$ cat src/rtl/adder_pkg.sv
// Shared constants for the wide add/subtract sequencer.
// Pure declarations; no logic, no latency.
// No flow control of its own.
package adder_pkg;

    localparam int LIMB_W = 32;

    typedef enum logic {
        ST_IDLE = 1'b0,
        ST_RUN  = 1'b1
    } state_e;

    // Width of the limb index; a single-limb build still needs a 1-bit register.
    function automatic int idx_width(input int words);
        return (words <= 1) ? 1 : $clog2(words);
    endfunction

endpackage

$ cat src/rtl/adder_32_bit.sv
// Single 32-bit ripple adder with carry in/out, the one arithmetic unit shared by the sequencer.
// Purely combinational, zero cycles.
// No flow control; the caller presents operands every cycle it needs a result.
module adder_32_bit
    import adder_pkg::*;
(
    input  logic [LIMB_W-1:0] a,
    input  logic [LIMB_W-1:0] b,
    input  logic              cin,
    output logic [LIMB_W-1:0] sum,
    output logic              cout
);

    // Widen by one bit so the carry out falls out of the same addition.
    assign {cout, sum} = {1'b0, a} + {1'b0, b} + {{LIMB_W{1'b0}}, cin};

endmodule

$ cat src/rtl/wide_adder_seq.sv
// Multi-precision add/subtract: one 32-bit limb per cycle through a single shared adder.
// Latency WORDS cycles from the accepting edge to done; one operation per WORDS cycles.
// start is only honoured in IDLE (including the done cycle); a start during RUN is dropped.
module wide_adder_seq
    import adder_pkg::*;
#(
    parameter int WORDS = 4
) (
    input  logic                      clk,
    input  logic                      rst,
    input  logic                      start,
    input  logic                      op_sub,
    input  logic                      cin,
    input  logic [LIMB_W*WORDS-1:0]   a_in,
    input  logic [LIMB_W*WORDS-1:0]   b_in,
    output logic                      busy,
    output logic                      done,
    output logic [LIMB_W*WORDS-1:0]   sum,
    output logic                      cout,
    output logic                      overflow
);

    localparam int W     = LIMB_W * WORDS;
    localparam int IDX_W = idx_width(WORDS);

    state_e             state_q;
    logic [IDX_W-1:0]   idx_q;
    logic [IDX_W-1:0]   idx_d;
    logic               carry_q;
    logic [W-1:0]       a_q;
    logic [W-1:0]       b_q;      // already inverted for subtract
    logic [W-1:0]       sum_q;
    logic [W-1:0]       sum_d;
    logic               cout_q;
    logic               ovf_q;
    logic               done_q;

    logic [LIMB_W-1:0]  a_limb;
    logic [LIMB_W-1:0]  b_limb;
    logic [LIMB_W-1:0]  add_sum;
    logic               add_cout;
    logic               last_limb;
    logic               ovf_d;

    // Select the current limb of each operand and merge the adder result into the sum image.
    always_comb begin
        a_limb = '0;
        b_limb = '0;
        sum_d  = sum_q;
        for (int i = 0; i < WORDS; i++) begin
            if (idx_q == IDX_W'(i)) begin
                a_limb                  = a_q[i*LIMB_W +: LIMB_W];
                b_limb                  = b_q[i*LIMB_W +: LIMB_W];
                sum_d[i*LIMB_W +: LIMB_W] = add_sum;
            end
        end
    end

    assign idx_d     = idx_q + 1'b1;
    assign last_limb = (idx_q == IDX_W'(WORDS - 1));

    // Signed overflow: operands agree in sign but the top-limb result does not.
    assign ovf_d = (a_q[W-1] == b_q[W-1]) && (add_sum[LIMB_W-1] != a_q[W-1]);

    adder_32_bit u_adder (
        .a    (a_limb),
        .b    (b_limb),
        .cin  (carry_q),
        .sum  (add_sum),
        .cout (add_cout)
    );

    // Control FSM and all datapath registers; reset overrides any start in the same cycle.
    always_ff @(posedge clk) begin
        if (rst) begin
            state_q <= ST_IDLE;
            idx_q   <= '0;
            carry_q <= 1'b0;
            a_q     <= '0;
            b_q     <= '0;
            sum_q   <= '0;
            cout_q  <= 1'b0;
            ovf_q   <= 1'b0;
            done_q  <= 1'b0;
        end else begin
            done_q <= 1'b0;
            case (state_q)
                ST_IDLE: begin
                    if (start) begin
                        a_q     <= a_in;
                        b_q     <= op_sub ? ~b_in : b_in;
                        carry_q <= op_sub ? 1'b1 : cin;
                        idx_q   <= '0;
                        sum_q   <= '0;
                        cout_q  <= 1'b0;
                        ovf_q   <= 1'b0;
                        state_q <= ST_RUN;
                    end
                end
                ST_RUN: begin
                    sum_q   <= sum_d;
                    carry_q <= add_cout;
                    idx_q   <= idx_d;
                    if (last_limb) begin
                        // Index is parked at zero so a non-power-of-two WORDS never leaves it out of range.
                        idx_q   <= '0;
                        cout_q  <= add_cout;
                        ovf_q   <= ovf_d;
                        done_q  <= 1'b1;
                        state_q <= ST_IDLE;
                    end
                end
                default: state_q <= ST_IDLE;
            endcase
        end
    end

    assign busy     = (state_q == ST_RUN);
    assign done     = done_q;
    assign sum      = sum_q;
    assign cout     = cout_q;
    assign overflow = ovf_q;

endmodule

$ cat config.mk
export PLATFORM = sky130hd
export DESIGN_NAME = wide_adder_seq
export DESIGN_NICKNAME = d
export VERILOG_FILES = /design/src/rtl/adder_pkg.sv /design/src/rtl/adder_32_bit.sv /design/src/rtl/wide_adder_seq.sv
export SDC_FILE = /design/constraint.sdc
export NUM_CORES = 1
export LEC_CHECK = 0
export CORE_ASPECT_RATIO = 1.2
export CORE_MARGIN = 2
export CORE_UTILIZATION = 55
export CTS_CLUSTER_DIAMETER = 30
export CTS_CLUSTER_SIZE = 24
export DETAILED_ROUTE_END_ITERATION = 10
export PLACE_DENSITY = 0.92
export SKIP_CTS_REPAIR_TIMING = 1
export SLEW_MARGIN = 20
export SYNTH_ARGS = -nofsm -noshare
export SYNTH_HDL_FRONTEND = slang
export SYNTH_SLANG_ARGS = --single-unit
$ cat constraint.sdc
create_clock -name clk -period 13 [get_ports clk]
set_input_delay 1.3 -clock clk [delete_from_list [all_inputs] [get_ports clk]]
set_output_delay 1.3 -clock clk [all_outputs]
set_load 0.01 [all_outputs]
==> flow_summary.ini, run 1 <==
[logic_synthesis]
avgSynthCellArea_um2 = 7.47
yosysSeqAreaShare_pct = 42.7
synthesis.nets = 2753
yosys-top-cells-area = dfxtp_1, nand2_1, a21oi_1
synthTopCellsByCount = nand2_1, dfxtp_1, a21oi_1
synth_top_cell_area_share_pct = 42.7
synth.most_common_cell = nand2_1
synth_edf_count = 0
synthesis.area_mm2 = 0.0183
synth_cell_types = 58
netlist_instances = 2455
async_flop_share_pct = 0
synth_seq_cells = 391
yosys.area.top_type = dfxtp_1
yosysWarningCount = 0
synth_ff_type = dfxtp_1

[setup_path]
critPathMaxFanout = 68
crit_arrival_ns = 5.79
required_ns = 13.41
end_kind = flip-flop
start_kind = flip-flop
criticalPathCategory = flip-flop to flip-flop

[floorplan]
start_util_pct = 55.6
die-width_um = 171
ios = 393
design.die.area_mm2 = 0.0348
core_area_mm2 = 0.0330
rows = 73
dieHeight_um = 204

[grt]
grt_overflow = 0
grt_max_degree = 240
grt_usage_pct = 33.6
grt_antenna_before_repair = 0
grt_first_pass_wirelength_um = 92300
grt_pass1_vias = 17800

[placement]
port_buffers = 392
dp_hpwl_um = 41900
gp_congestion = 0.940

[cts]
numClockSinks = 391
clkTransAtPathRegs_ns = 0.05
cts_tree = done
root_buffer = clkbuf_16
cts-buffers-inserted = 66
worstSkewPairLatency_ns = 0.56
cts_htree_levels = 3
cts.path.max_buffers = 3

[timing]
maxSlewViolCount = 0
rsz0062_at_grt = no
final.setup.tns_ns = 0
fmax_ghz = 0.186
fin_crit_sh_pct = 41.4
finalSetupViolCount = 0
finalHoldViolations = 0
final.min_clock_period_ns = 5.38
tightestPinTransition_ns = 1.19
fin_worst_skew_ns = 0.0237
max_slew_margin_pct = 20.6

[drt]
topRoutingLayerUsed = met4
wl_met2_um = 28700
viasPerCell = 5.83
met3WireLength_um = 5450
wire_per_inst_um = 18.9
antenna_left = 0
routed_wl_um = 60900
firstDrtPassIters = 6
drt-initial-drc-count = 2321
via_count = 18800
wl_met1_um = 23000
drc_errors = 0

[power_and_ir_drop]
leakage_nw = 9.19
p_per_area_mw_per_mm2 = 149
report.power.total_mw = 3.67
ir_drop_mv = 0.109

[status]
outcome = finished, final reports clean

[finish]
drive_gt1_share_pct = 5.51
fin_nets = 3024
antennaDiodeCount = 0
utilization_pct = 74.5
area_delta_synth_final_pct = 34.0

[job]
maxCapViolations = 0

[hold_path]
hp-class = flip-flop to flip-flop
[through the flow]
| stage | instance area (um2) | instances | hold slack (ns) | worst slack (ns) |
|---|---|---|---|---|
| after global routing | 24600 | 3225 | 0.469 | 7.36 |
| after CTS | 24600 | 3224 | 0.454 | 7.68 |
| final | 24600 | 3225 | 0.452 | 7.62 |
| after floorplan | 18300 | 2455 | 0.437 | 8.80 |
| after detailed placement | 22300 | 3107 | 0.447 | 7.70 |
| after global placement | 22300 | 3107 | 0.439 | 7.89 |
[cell usage in the layout (no fill, tap or decap), drive strengths merged, types with 35 or more instances in the layout]
cell / Yosys / routed
clkdlybuf4s50: 0 / 390
clkbuf: 191 / 79
ha: 35 / 35
a21oi: 355 / 355
nand3: 46 / 46
xnor2: 141 / 141
o21ai: 98 / 98
dfxtp: 391 / 391
nand2: 551 / 551
a211oi: 132 / 132
nor2: 332 / 332
[metal layers]
layer  global-route usage [%]  up-vias
met2                     56.3     1163
met4                     20.5        0
li1                         -     8848
met5                        0        -
met3                     5.46      251
met1                     40.2     8553
[sequential cells by signal, summed over array words and instances, names as in the netlist]
name and flops:
a_q 128, b_q 128, busy 1, carry_q 1
cout 1, done 1, idx_q 2, overflow 1
sum 128
[path summary, 6_finish.rpt]
check,start,endpoint,slack (ns),cells past startpoint
setup / recovery,idx_q[0],sum[25],7.62,16
hold / removal,sum[72],sum[72],0.45,2
setup reg to reg,idx_q[0],sum[25],7.62,16
hold reg to reg,sum[72],sum[72],0.45,2
[kinds of logic after synthesis]
logic type | count (synthesis) | synth area share [%]
flip-flops | 391 | 42.7
adder cells (fa/ha/maj) | 37 | 2.61
buffers and inverters | 216 | 4.43
multiplexers | 1 | 0.0546
AO/OA/AOI/OAI | 675 | 21.9
XOR/XNOR | 150 | 7.16
AND/OR/NAND/NOR | 985 | 21.2
[worst max-delay path: stages (launching register included)]
cell and delay (ns):
dfxtp_1 0.48, ha_4 0.64, buf_4 0.66, nor2_1 0.10, a21oi_1 0.19, nor2_1 0.08
a21oi_1 0.20, o21ai_0 0.17, ha_1 0.39, a21o_1 0.20, or3_1 0.35, o21a_2 0.25
o21ai_2 0.17, and2_4 0.18, o21a_1 0.24, o21ai_1 0.32, o311ai_0 0.52
[power breakdown]
part           switching, mW  internal, mW
sequential            0.0414          1.27
combinational          0.337         0.230
clock                  0.636          1.15
[layout make-up]
type,count,area [um2]
Sequential cell,391,7830
Fill cell,2276,8400
Tap cell,450,563
Clock inverter,38,474
Inverter,12,45.0
Multi-Input combinational cell,1848,9770
Timing Repair Buffer,407,4080
Clock buffer,79,1810
No activity file was read; power rests on OpenSTA's default activity.
==> run 2: changes to the inputs <==
- CORE_UTILIZATION: 55 -> 51
- PLACE_DENSITY: 0.92 -> 0.87
- clock period: 13 -> 5.4 ns (I/O delays scaled with it)
==> run 2 against run 1 <==
  * Clock power is 130% higher
  * Via count shrank 0.95%
  * Worst hold slack about the same
  * Clock skew down 0.0017 ns
  * Global-route usage down 2.0 points
  * Worst setup slack worse by 7.1 ns
==> flow_summary.ini, run 2 (synthesis results as in run 1) <==
[hold_path]
hp-start = sum[37]
hold_path_end = sum[37]
holdPathStages = 2
hp-class = flip-flop to flip-flop

[drt]
firstDrtPassIters = 6
routed_wl_um = 61200
drc_errors = 0
via_count = 18600
antenna_left = 0
drt-initial-drc-count = 1937
wire_per_inst_um = 18.9
viasPerCell = 5.75

[setup_path]
start_kind = flip-flop
worst-r2r-cell-count = 18
regToRegSetupSlack_ns = 0.51
path_buf_inv = 2
required_ns = 5.92
criticalPathCategory = flip-flop to flip-flop
critPathMaxFanout = 52
cpPeakStageDelay_ns = 0.55
r2r_start = idx_q[1]
crit_cells = 18
crit_family = compound AO/OA/AOI/OAI gates
crit_arrival_ns = 5.42
path_cells = inv_1 -> ha_4 -> buf_4 -> nor2_1 -> a21oi_1 -> nor2_1 -> a21oi_1 -> o21ai_0 -> ha_1 -> nand2_1 -> o21ai_0 -> nor4_1 -> o41a_1 -> or3b_1 -> o21ai_1 -> xnor2_1 -> mux2i_1 -> a32o_1
cp_slowest_cell = buf_4
worstReg2RegEnd = overflow
end_kind = flip-flop

[power_and_ir_drop]
swShare_pct = 28.5
p_per_area_mw_per_mm2 = 355
pwr-share-comb_pct = 15.6
leakage_nw = 9.17
pwr-share-clk_pct = 48.1
p_int_mw = 6.23
p_seq_share_pct = 36.3
p_sw_mw = 2.48
ir_drop_mv = 0.248
report.power.total_mw = 8.72

[floorplan]
die-width_um = 177
rows = 76
start_util_pct = 51.4
ios = 393
core_area_mm2 = 0.0357
design.die.area_mm2 = 0.0375
dieHeight_um = 212

[timing]
finalHoldViolations = 0
fmax_ghz = 0.204
finalSetupViolCount = 0
maxSlewViolCount = 0
final.min_clock_period_ns = 4.89
final.setup.tns_ns = 0
fin_worst_skew_ns = 0.0220
setup_slack_ns = 0.506
whs_ns = 0.453
tightestPinTransition_ns = 1.15
fin_crit_sh_pct = 90.6
max_slew_margin_pct = 23.6
rsz0062_at_grt = no

[grt]
grt_pass1_vias = 17700
grt_antenna_before_repair = 3
grt_first_pass_wirelength_um = 94200
use_met3_pct = 4.99
grt_usage_pct = 31.6
grt_max_degree = 251
grt_overflow = 0
use_met1_pct = 39.2
busiest_layer = met2
met2_usage_pct = 53.1

[cts]
numClockSinks = 391
clkTransAtPathRegs_ns = 0.06
cts-buffers-inserted = 60
worstSkewPairLatency_ns = 0.59
cts_tree = done
cts.path.max_buffers = 3
cts_htree_levels = 2
root_buffer = clkbuf_16

[finish]
fin_nets = 3022
final_common_cell = nand2_1
final_cell_mix = nand2_1, dfxtp_1, clkdlybuf4s50_1
drive_gt1_share_pct = 5.62
area_delta_synth_final_pct = 34.0

[placement]
gp_congestion = 0.916
pre_cts_slack_ns = 0.710
dp_hpwl_um = 42600
port_buffers = 392

[job]
maxCapViolations = 0

[status]
outcome = finished, final reports clean
==> run 2: worst reg2reg max path, delay by kind of cell, from the launching register on <==
kind,cells,cell delay (ns)
flops,1,0.36
xor+xnor,1,0.38
simple gates,5,0.59
compound gates,7,1.62
buf+inv,2,0.71
mux,1,0.29
fa+ha+maj,2,0.87
==> run 2: cell type report <==
cell class / instances / area [um2]
timing repair buffer: 411 / 4110
clock buffer: 65 / 1570
antenna: 1 / 2.50
clock inverter: 47 / 663
multi-input combinational: 1848 / 9780
fill: 2752 / 11100
tap: 468 / 586
inverter: 12 / 45.0
sequential: 391 / 7830
==> run 2: worst max-delay path by stage <==
stage | slack (ns) | to | from
finish | 0.51 | overflow | idx_q[1]
global route | 0.24 | carry_q | idx_q[0]
CTS | 0.66 | carry_q | idx_q[0]
detailed placement | 0.71 | carry_q | idx_q[0]
global placement | 0.81 | carry_q | idx_q[0]
floorplan | 1.20 | sum[120] | idx_q[1]
==> run 2: routing by layer <==
| layer | vias to the layer above | share of wire (%) |
|---|---|---|
| li1 | 8846 | - |
| met4 | 4 | 4.8 |
| met1 | 8616 | 39 |
| met5 | - | 0.041 |
| met3 | 177 | 8.5 |
| met2 | 994 | 47 |
==> run 2: power by group through the flow <==
stage          clock network, mW  registers (mW)  logic (mW)
6_report                    4.19            3.16        1.36
5_1_grt                     4.34            3.18        1.47
4_1_cts                     4.20            3.16        1.34
3_5_place_dp                   0            3.22        1.33
3_3_place_gp                   0            3.21        1.30
2_1_floorplan                  0            3.20       0.792
==> run 2: through the flow <==
stage	cell area, um2	std cells	utilization (%)
finish	24600	3243	68.9
global route	24600	3243	68.9
CTS	24600	3242	68.9
detailed placement	22300	3130	62.7
global placement	22300	3130	62.6
floorplan	18300	2455	-
